**config.mk**
```make
export PLATFORM = sky130hd
export DESIGN_NAME = move_encoder_flat
export DESIGN_NICKNAME = d
export VERILOG_FILES = /design/src/rtl/game_pkg.sv /design/src/rtl/move_encoder_if.sv /design/src/rtl/btn_debounce.sv /design/src/rtl/move_encoder.sv /design/src/flat_wrapper.sv
export SDC_FILE = /design/constraint.sdc
export NUM_CORES = 1
export LEC_CHECK = 0
export ABC_AREA = 1
export CAP_MARGIN = 10
export CORE_AREA = 10 10 72 74
export CTS_CLUSTER_DIAMETER = 150
export DETAILED_ROUTE_END_ITERATION = 7
export DIE_AREA = 0 0 82 84
export PLACE_DENSITY = 0.79
export SLEW_MARGIN = 30
export SYNTH_ARGS = -nofsm -noshare
export SYNTH_HDL_FRONTEND = slang
export SYNTH_SLANG_ARGS = --single-unit
```
**constraint.sdc**
```tcl
create_clock -name clk -period 2.3 [get_ports clk]
set_input_delay 0.23 -clock clk [delete_from_list [all_inputs] [get_ports clk]]
set_output_delay 0.23 -clock clk [all_outputs]
set_load 0.03 [all_outputs]
```
**src/rtl/game_pkg.sv**
```systemverilog
// Shared constants and types for the player-input front end of the dungeon game.
package game_pkg;

    localparam int NUM_DIRS = 4;
    localparam int DIR_N    = 0;
    localparam int DIR_S    = 1;
    localparam int DIR_E    = 2;
    localparam int DIR_W    = 3;

    localparam logic [7:0] MOVE_CNT_MAX = 8'd255;

    typedef enum logic {
        ST_IDLE = 1'b0,
        ST_HOLD = 1'b1
    } state_t;

    function automatic logic [7:0] sat_inc(input logic [7:0] v);
        return (v == MOVE_CNT_MAX) ? v : v + 8'd1;
    endfunction

endpackage

```
**src/rtl/move_encoder_if.sv**
```systemverilog
// Button inputs, enable and move outputs between the board/game top and move_encoder.
interface move_encoder_if;

    logic       btn_n;
    logic       btn_s;
    logic       btn_e;
    logic       btn_w;
    logic       enable;
    logic       n;
    logic       s;
    logic       e;
    logic       w;
    logic       conflict;
    logic [7:0] move_cnt;

    modport master (
        output btn_n, btn_s, btn_e, btn_w, enable,
        input  n, s, e, w, conflict, move_cnt
    );

    modport slave (
        input  btn_n, btn_s, btn_e, btn_w, enable,
        output n, s, e, w, conflict, move_cnt
    );

endinterface

```
**src/rtl/btn_debounce.sv**
```systemverilog
// Two-flop synchroniser plus counter debounce for one raw pushbutton.
module btn_debounce #(
    parameter int DEBOUNCE_CYCLES = 4,
    parameter int CNT_W           = 3
) (
    input  logic clk,
    input  logic reset,
    input  logic i_btn,
    output logic o_stable
);

    localparam logic [CNT_W-1:0] CNT_LAST = CNT_W'(DEBOUNCE_CYCLES - 1);

    logic             r_sync1;
    logic             r_sync2;
    logic             r_stable;
    logic [CNT_W-1:0] r_cnt;

    always_ff @(posedge clk) begin
        if (reset) begin
            r_sync1  <= 1'b0;
            r_sync2  <= 1'b0;
            r_stable <= 1'b0;
            r_cnt    <= '0;
        end else begin
            r_sync1 <= i_btn;
            r_sync2 <= r_sync1;
            // Any agreeing sample restarts the count of consecutive disagreements.
            if (r_sync2 == r_stable) begin
                r_cnt <= '0;
            end else if (r_cnt == CNT_LAST) begin
                r_stable <= r_sync2;
                r_cnt    <= '0;
            end else begin
                r_cnt <= r_cnt + CNT_W'(1);
            end
        end
    end

    assign o_stable = r_stable;

endmodule

```
**src/rtl/move_encoder.sv**
```systemverilog
// Debounced pushbuttons to single-cycle n/s/e/w move pulses, with conflict
// rejection, auto-repeat lockout until full release, and a saturating move count.
module move_encoder
    import game_pkg::*;
#(
    parameter int DEBOUNCE_CYCLES = 4,
    parameter int CNT_W           = 3
) (
    input  logic            clk,
    input  logic            reset,
    move_encoder_if.slave   bus
);

    logic [NUM_DIRS-1:0] w_btn_raw;
    logic [NUM_DIRS-1:0] w_stable;
    logic [NUM_DIRS-1:0] r_stable_d;
    logic [NUM_DIRS-1:0] r_rise;
    logic [NUM_DIRS-1:0] r_move;
    logic [NUM_DIRS-1:0] w_move_next;
    logic                r_conflict;
    logic                w_conflict_next;
    logic [7:0]          r_move_cnt;
    logic [7:0]          w_cnt_next;
    logic                w_any_rise;
    logic                w_single_rise;
    state_t              r_state;
    state_t              w_state_next;

    assign w_btn_raw[DIR_N] = bus.btn_n;
    assign w_btn_raw[DIR_S] = bus.btn_s;
    assign w_btn_raw[DIR_E] = bus.btn_e;
    assign w_btn_raw[DIR_W] = bus.btn_w;

    generate
        for (genvar gi = 0; gi < NUM_DIRS; gi++) begin : g_btn
            btn_debounce #(
                .DEBOUNCE_CYCLES (DEBOUNCE_CYCLES),
                .CNT_W           (CNT_W)
            ) u_deb (
                .clk      (clk),
                .reset    (reset),
                .i_btn    (w_btn_raw[gi]),
                .o_stable (w_stable[gi])
            );
        end
    endgenerate

    // Rise is registered so a move appears DEBOUNCE_CYCLES+3 edges after the first sample.
    always_ff @(posedge clk) begin
        if (reset) begin
            r_stable_d <= '0;
            r_rise     <= '0;
        end else begin
            r_stable_d <= w_stable;
            r_rise     <= w_stable & ~r_stable_d;
        end
    end

    assign w_any_rise    = (r_rise != '0);
    assign w_single_rise = $onehot(r_rise);

    always_ff @(posedge clk) begin
        if (reset) begin
            r_state    <= ST_IDLE;
            r_move     <= '0;
            r_conflict <= 1'b0;
            r_move_cnt <= '0;
        end else begin
            r_state    <= w_state_next;
            r_move     <= w_move_next;
            r_conflict <= w_conflict_next;
            r_move_cnt <= w_cnt_next;
        end
    end

    always_comb begin
        w_state_next = r_state;
        case (r_state)
            ST_IDLE: if (w_any_rise) w_state_next = ST_HOLD;
            ST_HOLD: if (w_stable == '0) w_state_next = ST_IDLE;
            default: w_state_next = ST_IDLE;
        endcase
    end

    // A disabled press still locks out until release, so it never fires late.
    always_comb begin
        w_move_next     = '0;
        w_conflict_next = 1'b0;
        w_cnt_next      = r_move_cnt;
        if (r_state == ST_IDLE && w_any_rise && bus.enable) begin
            if (w_single_rise) begin
                w_move_next = r_rise;
                w_cnt_next  = sat_inc(r_move_cnt);
            end else begin
                w_conflict_next = 1'b1;
            end
        end
    end

    assign bus.n        = r_move[DIR_N];
    assign bus.s        = r_move[DIR_S];
    assign bus.e        = r_move[DIR_E];
    assign bus.w        = r_move[DIR_W];
    assign bus.conflict = r_conflict;
    assign bus.move_cnt = r_move_cnt;

endmodule

```
**src/flat_wrapper.sv**
```systemverilog
// flat-port wrapper written by rule: the top's interface ports become plain ports
module move_encoder_flat import game_pkg::*;
#(
    parameter int DEBOUNCE_CYCLES = 4,
    parameter int CNT_W           = 3
)
  (clk, reset, bus_btn_n, bus_btn_s, bus_btn_e, bus_btn_w, bus_enable, bus_n, bus_s, bus_e, bus_w, bus_conflict, bus_move_cnt);
  move_encoder_if bus_i ();
  input  logic clk;
  input  logic reset;
  input wire logic [$bits(bus_i.btn_n)-1:0] bus_btn_n;
  input wire logic [$bits(bus_i.btn_s)-1:0] bus_btn_s;
  input wire logic [$bits(bus_i.btn_e)-1:0] bus_btn_e;
  input wire logic [$bits(bus_i.btn_w)-1:0] bus_btn_w;
  input wire logic [$bits(bus_i.enable)-1:0] bus_enable;
  output wire logic [$bits(bus_i.n)-1:0] bus_n;
  output wire logic [$bits(bus_i.s)-1:0] bus_s;
  output wire logic [$bits(bus_i.e)-1:0] bus_e;
  output wire logic [$bits(bus_i.w)-1:0] bus_w;
  output wire logic [$bits(bus_i.conflict)-1:0] bus_conflict;
  output wire logic [$bits(bus_i.move_cnt)-1:0] bus_move_cnt;
  assign bus_i.btn_n = bus_btn_n;
  assign bus_i.btn_s = bus_btn_s;
  assign bus_i.btn_e = bus_btn_e;
  assign bus_i.btn_w = bus_btn_w;
  assign bus_i.enable = bus_enable;
  assign bus_n = bus_i.n;
  assign bus_s = bus_i.s;
  assign bus_e = bus_i.e;
  assign bus_w = bus_i.w;
  assign bus_conflict = bus_i.conflict;
  assign bus_move_cnt = bus_i.move_cnt;
  move_encoder #(.DEBOUNCE_CYCLES(DEBOUNCE_CYCLES), .CNT_W(CNT_W)) u_core (.clk(clk), .reset(reset), .bus(bus_i));
endmodule
```
==> flow_metrics.env, run 1 <==
export IMPL_met1_usage=0.0998
export IMPL_critPathArrivalTime_ns=2.38
export IMPL_n_fill_cell=351
export IMPL_cts_tree="done"
export IMPL_met3_usage=0.0313
export IMPL_grt_max_degree=20
export IMPL_vias=1327
export IMPL_firstDrtPassIters=4
export IMPL_hold_end="u_core.r_rise[1]$_SDFF_PP0_"
export IMPL_cts_buffer_depth=2
export IMPL_cts_resized=0
export IMPL_final_cell_mix="46 x dfxtp_1, 39 x inv_1, 37 x nor2_1, 25 x nand2_1, 19 x clkdlybuf4s50_1"
export IMPL_rsz0062_at_grt="false"
export IMPL_finalHoldViolCount=0
export IMPL_nets=264
export IMPL_slowest_delay_ns=0.42
export IMPL_worst_pin_slew_ns=0.353
export IMPL_syn_cell_area_um2=1840
export IMPL_syn_mean_instance_area_um2=8.43
export IMPL_die_y_um=84
export IMPL_fin_ws_ns=0.168
export IMPL_die_area_um2=6890
export IMPL_netlist_top_cells_area="dfxtp_1 50%, ha_1 9.5%, inv_1 8.0%"
export IMPL_wire_per_inst_um=10.1
export IMPL_start_util=0.477
export IMPL_finalWirelength_um=2960
export IMPL_critPathMaxFanout=9
export IMPL_outcome="finished clean"
export IMPL_yosysTopAreaCell="dfxtp_1"
export IMPL_maxCapViolCount=0
export IMPL_r2r_setup_slack_ns=0.17
export IMPL_core_area_um2=3860
export IMPL_power_frac_seq=0.559
export IMPL_relSlewSlack=0.764
export IMPL_hpwl_um=2270
export IMPL_hold_ws_ns=0.396
export IMPL_drc_errors=0
export IMPL_fin_crit_ns=2.13
export IMPL_finalSetupTns_ns=0
export IMPL_reg2reg_depth=11
export IMPL_met2_usage=0.154
export IMPL_r2r_end="u_core.bus.move_cnt[7]$_SDFFE_PP0P_"
export IMPL_grt_first_pass_wirelength_um=5180
export IMPL_dpl_cell_area_um2=2100
export IMPL_finalInstanceArea_um2=2210
export IMPL_power_share_clock=0.415
export IMPL_hold_path_class="register to register"
export IMPL_synth_net_count=240
export IMPL_r2r_start="u_core.r_rise[0]$_SDFF_PP0_"
export IMPL_hold_depth=1
export IMPL_synth_seq_cells=46
export IMPL_crit_slowest_cell="fa_1"
export IMPL_drt_iter0_markers=55
export IMPL_busiest_layer="met2"
export IMPL_ant_nets=0
export IMPL_numCtsBuffers=5
export IMPL_crit_path_cell_trace="inv_1, ha_1, ha_1, fa_1, inv_1, nand3_1, nor2_4, nand2_4, nand2_1, nand2_1, nor2_1"
export IMPL_comb_power_share=0.026
export IMPL_synth_cells=218
export IMPL_intPower_uw=1150
export IMPL_p_sw_frac=0.206
export IMPL_routed_via_density=4.53
export IMPL_seq_area_frac_synth=0.501
export IMPL_synth_top_cell_area_share=0.501
export IMPL_cts_setup_buffers=0
export IMPL_ios=20
export IMPL_insertedDiodeCount=0
export IMPL_final_common_cell="dfxtp_1"
export IMPL_synth_cell_types=23
export IMPL_grt_pass1_vias=1282
export IMPL_fin_crit_sh=0.927
export IMPL_cellLeakagePower_uw=0.000937
export IMPL_antenna_found_initial=0
export IMPL_yosys_warnings=0
export IMPL_end_kind="register"
export IMPL_hold_buffers=0
export IMPL_worstPathRequired_ns=2.54
export IMPL_path_buf_inv=2
export IMPL_min_delay_start="u_core.r_stable_d[1]$_SDFF_PP0_"
export IMPL_skew_ns=0.00268
export IMPL_area_growth_pct=20.2
export IMPL_critPathLaunchType="register"
export IMPL_setup_violations=0
export IMPL_clkSinkCount=46
export IMPL_crit_start="u_core.r_rise[0]$_SDFF_PP0_"
export IMPL_pre_cts_slack_ns=0.153
export IMPL_die_w_um=82
export IMPL_vdd_drop_max_mv=0.492
export IMPL_slew_violations=0
export IMPL_htreeDepth=2
export IMPL_clkSlewWorstSetupHoldPaths_ns=0.08
export IMPL_track_usage=0.0932
export IMPL_fmax_mhz=469
export IMPL_grt_overflow=0
export IMPL_port_buffers=19
export IMPL_power_switching_uw=298
export IMPL_gp_congestion=0.812
export IMPL_rows=23
export IMPL_drive_gt1_frac=0.0823
export IMPL_power_density_nw_per_um2=655
export IMPL_cp_top_family="adder cells"
export IMPL_worstSetupPathType="register to register"
export IMPL_clkLatencyLatePin_ns=0.30
export IMPL_cts_root_buf="clkbuf_8"
-- metrics by stage --
step | power (uW) | util | cells
CTS | 1460 | 0.573 | 293
finish | 1450 | 0.573 | 293
global route | 1500 | 0.573 | 293
floorplan | 847 | - | 218
detailed placement | 866 | 0.544 | 285
global placement | 864 | 0.544 | 285
-- cell usage after synthesis --
master and count:
a21oi_1 12, a21oi_2 2, buf_1 1, buf_2 2, dfxtp_1 46, fa_1 1
ha_1 14, inv_1 39, inv_2 1, nand2_1 25, nand2_2 1, nand2_4 2
nand3_1 11, nand3_2 1, nand4_1 2, nor2_1 37, nor2_2 1, nor2_4 3
nor3_1 5, o211ai_1 4, o21a_1 1, o21ai_0 6, xor2_1 1
-- metal layers --
layer  vias up  part of all wire  wire length (um)
met1       572              0.46              1360
met2        18              0.47              1380
li1        729                 -                 -
met5         -                 0                 0
met3         8             0.049               146
met4         0             0.024                72
-- flip-flops by register name (all words and copies together), names as in the netlist --
name	count
u_core.r_move	4
u_core.bus.move_cnt	8
u_core.g_btn.u_deb.o_stable	4
u_core.g_btn.u_deb.r_sync1	4
u_core.g_btn.u_deb.r_sync2	4
u_core.r_rise	4
u_core.r_stable_d	4
u_core.bus.conflict	1
u_core.r_state	1
u_core.g_btn.u_deb.r_cnt	12
-- how the worst max path moves through the flow --
stage | endpoint | slack, ns | cells after the start
floorplan | u_core.bus.move_cnt[5]$_SDFFE_PP0P_ | 0.30 | 10
global placement | u_core.bus.move_cnt[2]$_SDFFE_PP0P_ | 0.23 | 10
detailed placement | u_core.bus.move_cnt[7]$_SDFFE_PP0P_ | 0.15 | 11
CTS | u_core.bus.move_cnt[7]$_SDFFE_PP0P_ | 0.13 | 11
global route | u_core.bus.move_cnt[7]$_SDFFE_PP0P_ | 0.02 | 11
finish | u_core.bus.move_cnt[7]$_SDFFE_PP0P_ | 0.17 | 11
-- power by group through the flow --
stage | clock network (uW) | logic, uW | registers (uW)
finish | 600 | 38.1 | 808
CTS | 615 | 38.7 | 808
global route | 648 | 43.2 | 810
global placement | 0 | 37.3 | 826
detailed placement | 0 | 38.7 | 827
floorplan | 0 | 20.9 | 826
-- layout make-up --
type	count	area, um2	area share
sequential	46	921	0.417
multi-input combinational	129	753	0.341
timing repair buffer	20	210	0.0951
inverter	40	150	0.0680
clock buffer	5	68.8	0.0311
tap	50	62.6	0.0283
clock inverter	3	43.8	0.0198
-- cells by family (layout without fill, tap and decap cells) --
kind of cell               count (synthesis)  count (layout)  share of synthesized area
AOI/OAI and AO/OA                         25              25                     0.0790
xor gates and xnor gates                   1               1                    0.00477
adders and majority gates                 15              15                      0.106
buffers and inverters                     43              68                     0.0892
DFF                                       46              46                      0.501
and+or+nand+nor                           88              88                      0.220
Power figures use the tool's default switching activity.
==> run 2, diff against run 1 <==
CTS_BUF_LIST = sky130_fd_sc_hd__clkbuf_8   (was not set)
RECOVER_POWER = 100   (was not set)
==> run 2 against run 1 <==
  * Utilization fell by 0.42 points
  * Worst setup slack got worse by 0.017 ns
  * Wire length fell by 0.17%
  * Worst hold slack barely moved
  * Die area did not move
  * Critical path depth fell by 1
  * Clock-buffer cell count did not move
  * Largest cell class unchanged
==> flow_metrics.env, run 2 (synthesis results as in run 1) <==
export IMPL_clkSinkCount=46
export IMPL_fin_crit_sh=0.934
export IMPL_vdd_drop_max_mv=0.480
export IMPL_core_area_um2=3860
export IMPL_cellLeakagePower_uw=0.000976
export IMPL_r2r_setup_slack_ns=0.15
export IMPL_hpwl_um=2270
export IMPL_slew_violations=0
export IMPL_grt_max_degree=20
export IMPL_worstPathRequired_ns=2.46
export IMPL_total_power_uw=1440
export IMPL_antenna_found_initial=0
export IMPL_ant_nets=0
export IMPL_cts_root_buf="clkbuf_8"
export IMPL_final_cell_mix="46 x dfxtp_1, 39 x inv_1, 37 x nor2_1, 25 x nand2_1"
export IMPL_port_buffers=19
export IMPL_multi_input_area_um2=753
export IMPL_n_fill_cell=352
export IMPL_regArea_um2=921
export IMPL_worstSetupPathType="register to register"
export IMPL_hold_ws_ns=0.395
export IMPL_drive_gt1_frac=0.0782
export IMPL_end_kind="register"
export IMPL_final_common_cell="dfxtp_1"
export IMPL_start_util=0.477
export IMPL_hold_end="u_core.r_rise[1]$_SDFF_PP0_"
export IMPL_reg2reg_depth=10
export IMPL_hold_buffers=0
export IMPL_fin_crit_ns=2.15
export IMPL_vias=1323
export IMPL_die_w_um=82
export IMPL_setup_violations=0
export IMPL_firstDrtPassIters=4
export IMPL_area_growth_pct=19.3
export IMPL_worst_pin_slew_ns=0.880
export IMPL_grt_first_pass_wirelength_um=5180
export IMPL_fin_util=0.569
export IMPL_clkLatencyLatePin_ns=0.30
export IMPL_drc_errors=0
export IMPL_cts_setup_buffers=0
export IMPL_cts_tree="done"
export IMPL_r2r_end="u_core.bus.move_cnt[2]$_SDFFE_PP0P_"
export IMPL_top_register="u_core.g_btn.u_deb.r_cnt"
export IMPL_critPathArrivalTime_ns=2.31
export IMPL_drt_iter0_markers=57
export IMPL_rsz0062_at_grt="false"
export IMPL_track_usage=0.0932
export IMPL_numCtsBuffers=5
export IMPL_hold_path_class="register to register"
export IMPL_fmax_mhz=465
export IMPL_die_y_um=84
export IMPL_critPathLaunchType="register"
export IMPL_cts_resized=0
export IMPL_finalHoldViolCount=0
export IMPL_largest_reg_flops=12
export IMPL_hold_depth=1
export IMPL_maxCapViolCount=0
export IMPL_skew_ns=0.00275
export IMPL_grt_overflow=0
export IMPL_relSlewSlack=0.413
export IMPL_insertedDiodeCount=0
export IMPL_clkSlewWorstSetupHoldPaths_ns=0.08
export IMPL_ios=20
export IMPL_pre_cts_slack_ns=0.153
export IMPL_gp_congestion=0.812
export IMPL_outcome="finished clean"
export IMPL_critPathMaxFanout=9
export IMPL_nets=264
export IMPL_htreeDepth=2
export IMPL_cts_buffer_depth=2
export IMPL_wire_per_inst_um=10.1
export IMPL_finalWirelength_um=2950
export IMPL_routed_via_density=4.52
export IMPL_die_area_um2=6890
export IMPL_finalSetupTns_ns=0
export IMPL_power_density_nw_per_um2=658
export IMPL_rows=23
export IMPL_fin_ws_ns=0.151
export IMPL_min_delay_start="u_core.r_stable_d[1]$_SDFF_PP0_"
export IMPL_r2r_start="u_core.r_rise[0]$_SDFF_PP0_"
export IMPL_grt_pass1_vias=1282
==> run 2: area by class of cell <==
class                      instances  area share
multi-input combinational        129       0.343
clock inverter                     3      0.0200
timing repair buffer              20      0.0884
sequential                        46       0.420
clock buffer                       5      0.0314
tap                               50      0.0285
inverter                          40      0.0685
==> run 2: per-stage QoR <==
stage               area [um2]  std cells
floorplan                 1840        218
global placement          2100        285
detailed placement        2100        285
CTS                       2210        293
global route              2190        293
finish                    2190        293
==> run 2: worst max-delay path, stage by stage (launching register included) <==
cell and delay [ns]:
dfxtp_1 0.34, inv_1 0.06, ha_1 0.30, ha_1 0.22, fa_1 0.42, inv_1 0.06, nand3_1 0.12, nor2_4 0.23
nand2_4 0.11, nand2_1 0.10, a21oi_2 0.05
==> run 2: worst max path at each step <==
stage / to / from
after global routing: u_core.bus.move_cnt[7]$_SDFFE_PP0P_ / u_core.r_rise[0]$_SDFF_PP0_
after detailed placement: u_core.bus.move_cnt[7]$_SDFFE_PP0P_ / u_core.r_rise[0]$_SDFF_PP0_
after global placement: u_core.bus.move_cnt[2]$_SDFFE_PP0P_ / u_core.r_rise[0]$_SDFF_PP0_
final: u_core.bus.move_cnt[2]$_SDFFE_PP0P_ / u_core.r_rise[0]$_SDFF_PP0_
after CTS: u_core.bus.move_cnt[7]$_SDFFE_PP0P_ / u_core.r_rise[0]$_SDFF_PP0_
after floorplan: u_core.bus.move_cnt[5]$_SDFFE_PP0P_ / u_core.r_rise[0]$_SDFF_PP0_
==> run 2: layer usage <==
| layer | GRT usage | up-vias | part of all wire |
|---|---|---|---|
| met5 | 0 | - | 0 |
| met4 | 0.0511 | 0 | 0.024 |
| met3 | 0.0313 | 8 | 0.049 |
| met2 | 0.154 | 18 | 0.47 |
| met1 | 0.0998 | 569 | 0.46 |
| li1 | - | 728 | - |
==> run 2: power by group <==
part	switching [uW]	internal (uW)	total, uW
Combinational	19.0	15.4	34.4
Sequential	3.83	804	808
Clock	275	325	600
==> run 3, diff against run 2 <==
CORE_AREA = 10 10 69 77   (was 10 10 72 74)
DIE_AREA = 0 0 79 87   (was 0 0 82 84)
==> run 3 against run 2 <==
  * Flip-flop and latch count unchanged
  * Wire length up 1.5%
  * Via count up 3.7%
  * Combinational power about the same
  * Clock power down 10%
  * Final area up 0.17%
  * First-iteration DRC count down 16%
  * Die area down 0.22%
  * Clock-buffer cell count up 2
  * Total power down 4.4%
  * Critical endpoint is now u_core.bus.move_cnt[4]$_SDFFE_PP0P_
  * Largest power group unchanged
==> flow_metrics.env, run 3 (synthesis results as in run 1) <==
export IMPL_gp_congestion=0.804
export IMPL_top_register="u_core.g_btn.u_deb.r_cnt"
export IMPL_vias=1372
export IMPL_area_growth_pct=19.5
export IMPL_fin_crit_ns=2.16
export IMPL_cellLeakagePower_uw=0.000978
export IMPL_skew_ns=0.00184
export IMPL_firstDrtPassIters=4
export IMPL_crit_path_cell_trace="inv_1, ha_1, ha_1, fa_1, inv_1, nand3_2, nor2_4, buf_4, nand3_1, nand2_1, nor2_1"
export IMPL_dpl_cell_area_um2=2090
export IMPL_track_usage=0.0960
export IMPL_grt_overflow=0
export IMPL_largest_reg_flops=12
export IMPL_grt_max_degree=19
export IMPL_ios=20
export IMPL_hold_depth=1
export IMPL_insertedDiodeCount=0
export IMPL_antenna_found_initial=0
export IMPL_nets=266
export IMPL_clkSinkCount=46
export IMPL_p_sw_frac=0.206
export IMPL_cts_buffer_depth=2
export IMPL_port_buffers=19
export IMPL_power_share_clock=0.389
export IMPL_vdd_drop_max_mv=0.398
export IMPL_ant_nets=0
export IMPL_hold_buffers=0
export IMPL_outcome="finished clean"
export IMPL_htreeDepth=2
export IMPL_power_switching_uw=284
export IMPL_n_fill_cell=380
export IMPL_rsz0062_at_grt="false"
export IMPL_drt_iter0_markers=48
export IMPL_intPower_uw=1100
export IMPL_die_y_um=87
export IMPL_hold_path_class="register to register"
export IMPL_worst_pin_slew_ns=0.764
export IMPL_worstPathRequired_ns=2.49
export IMPL_fmax_mhz=464
export IMPL_grt_first_pass_wirelength_um=5400
export IMPL_critPathLaunchType="register"
export IMPL_comb_power_share=0.025
export IMPL_end_kind="register"
export IMPL_final_common_cell="dfxtp_1"
export IMPL_maxCapViolCount=0
export IMPL_wire_per_inst_um=10.1
export IMPL_core_area_um2=3840
export IMPL_slew_violations=0
export IMPL_drive_gt1_frac=0.0776
export IMPL_reg2reg_depth=11
export IMPL_power_frac_seq=0.586
export IMPL_slowest_delay_ns=0.43
export IMPL_start_util=0.478
export IMPL_relSlewSlack=0.491
export IMPL_worstSetupPathType="register to register"
export IMPL_numCtsBuffers=5
export IMPL_die_area_um2=6870
export IMPL_clkSlewWorstSetupHoldPaths_ns=0.08
export IMPL_cts_root_buf="clkbuf_8"
export IMPL_routed_via_density=4.62
export IMPL_fin_crit_sh=0.938
export IMPL_rows=24
export IMPL_total_power_uw=1380
export IMPL_cts_tree="done"
export IMPL_critPathMaxFanout=8
export IMPL_critPathArrivalTime_ns=2.35
export IMPL_setup_violations=0
export IMPL_power_density_nw_per_um2=628
export IMPL_clkLatencyLatePin_ns=0.30
export IMPL_die_w_um=79
export IMPL_finalWirelength_um=3000
export IMPL_finalSetupTns_ns=0
export IMPL_final_cell_mix="46 x dfxtp_1, 39 x inv_1, 37 x nor2_1, 25 x nand2_1"
export IMPL_drc_errors=0
export IMPL_r2r_setup_slack_ns=0.14
export IMPL_fin_util=0.572
export IMPL_grt_pass1_vias=1352
export IMPL_finalHoldViolCount=0
export IMPL_crit_slowest_cell="fa_1"
export IMPL_finalInstanceArea_um2=2200
export IMPL_hpwl_um=2300
[run 3: changes by cell type in the layout (fill, tap and decap cells not counted), sizes merged]
cell    delta
bufinv     -1
clkbuf     +3
inv        -1
buf        +1
[run 3: area by class of cell]
cell class	count	area, um2	area share
well taps	52	65.1	0.0296
clock inverters	1	8.76	0.00399
clock buffers	7	96.3	0.0438
repair buffers	22	205	0.0934
multi-input cells	129	751	0.342
inverters	40	150	0.0683
flip-flops and latches	46	921	0.419
[run 3: critical path, delay by kind of cell (launching register included)]
kind	cells	cell delay (ns)
adders and majority gates	3	0.93
DFF	1	0.35
buffers and inverters	3	0.30
and+or+nand+nor	5	0.48
[run 3: worst paths after layout]
check,start,endpoint
worst max-delay path,u_core.r_rise[0]$_SDFF_PP0_,u_core.bus.move_cnt[4]$_SDFFE_PP0P_
worst min-delay path,u_core.r_stable_d[1]$_SDFF_PP0_,u_core.r_rise[1]$_SDFF_PP0_
worst max register to register,u_core.r_rise[0]$_SDFF_PP0_,u_core.bus.move_cnt[4]$_SDFFE_PP0P_
worst min register to register,u_core.r_stable_d[1]$_SDFF_PP0_,u_core.r_rise[1]$_SDFF_PP0_
[run 3: timing repair]
action / CTS / global route
setup endpoints to repair: 0 / 2
buffers inserted: 0 / 1
resized for setup: 0 / 1
[run 3: per-layer routing]
layer,GRT usage,vias up,share of wire
met5,0,-,0
met4,0.0522,0,0.021
met3,0.0362,6,0.045
met2,0.170,21,0.50
met1,0.0946,618,0.44
li1,-,727,-
[run 3: power groups by stage]
stage	Sequential, uW	Combinational (uW)	Clock [uW]
after floorplan	826	20.9	0
after global placement	827	36.4	0
after detailed placement	827	37.2	0
after CTS	808	37.3	553
after global routing	809	39.8	585
final	808	34.5	537
[run 3: per-stage QoR]
stage	worst slack, ns	hold slack, ns	cells
3_5_place_dp	0.149	0.385	288
6_report	0.143	0.396	297
2_1_floorplan	0.303	0.337	218
3_3_place_gp	0.224	0.377	288
4_1_cts	0.139	0.397	296
5_1_grt	0.0192	0.405	297
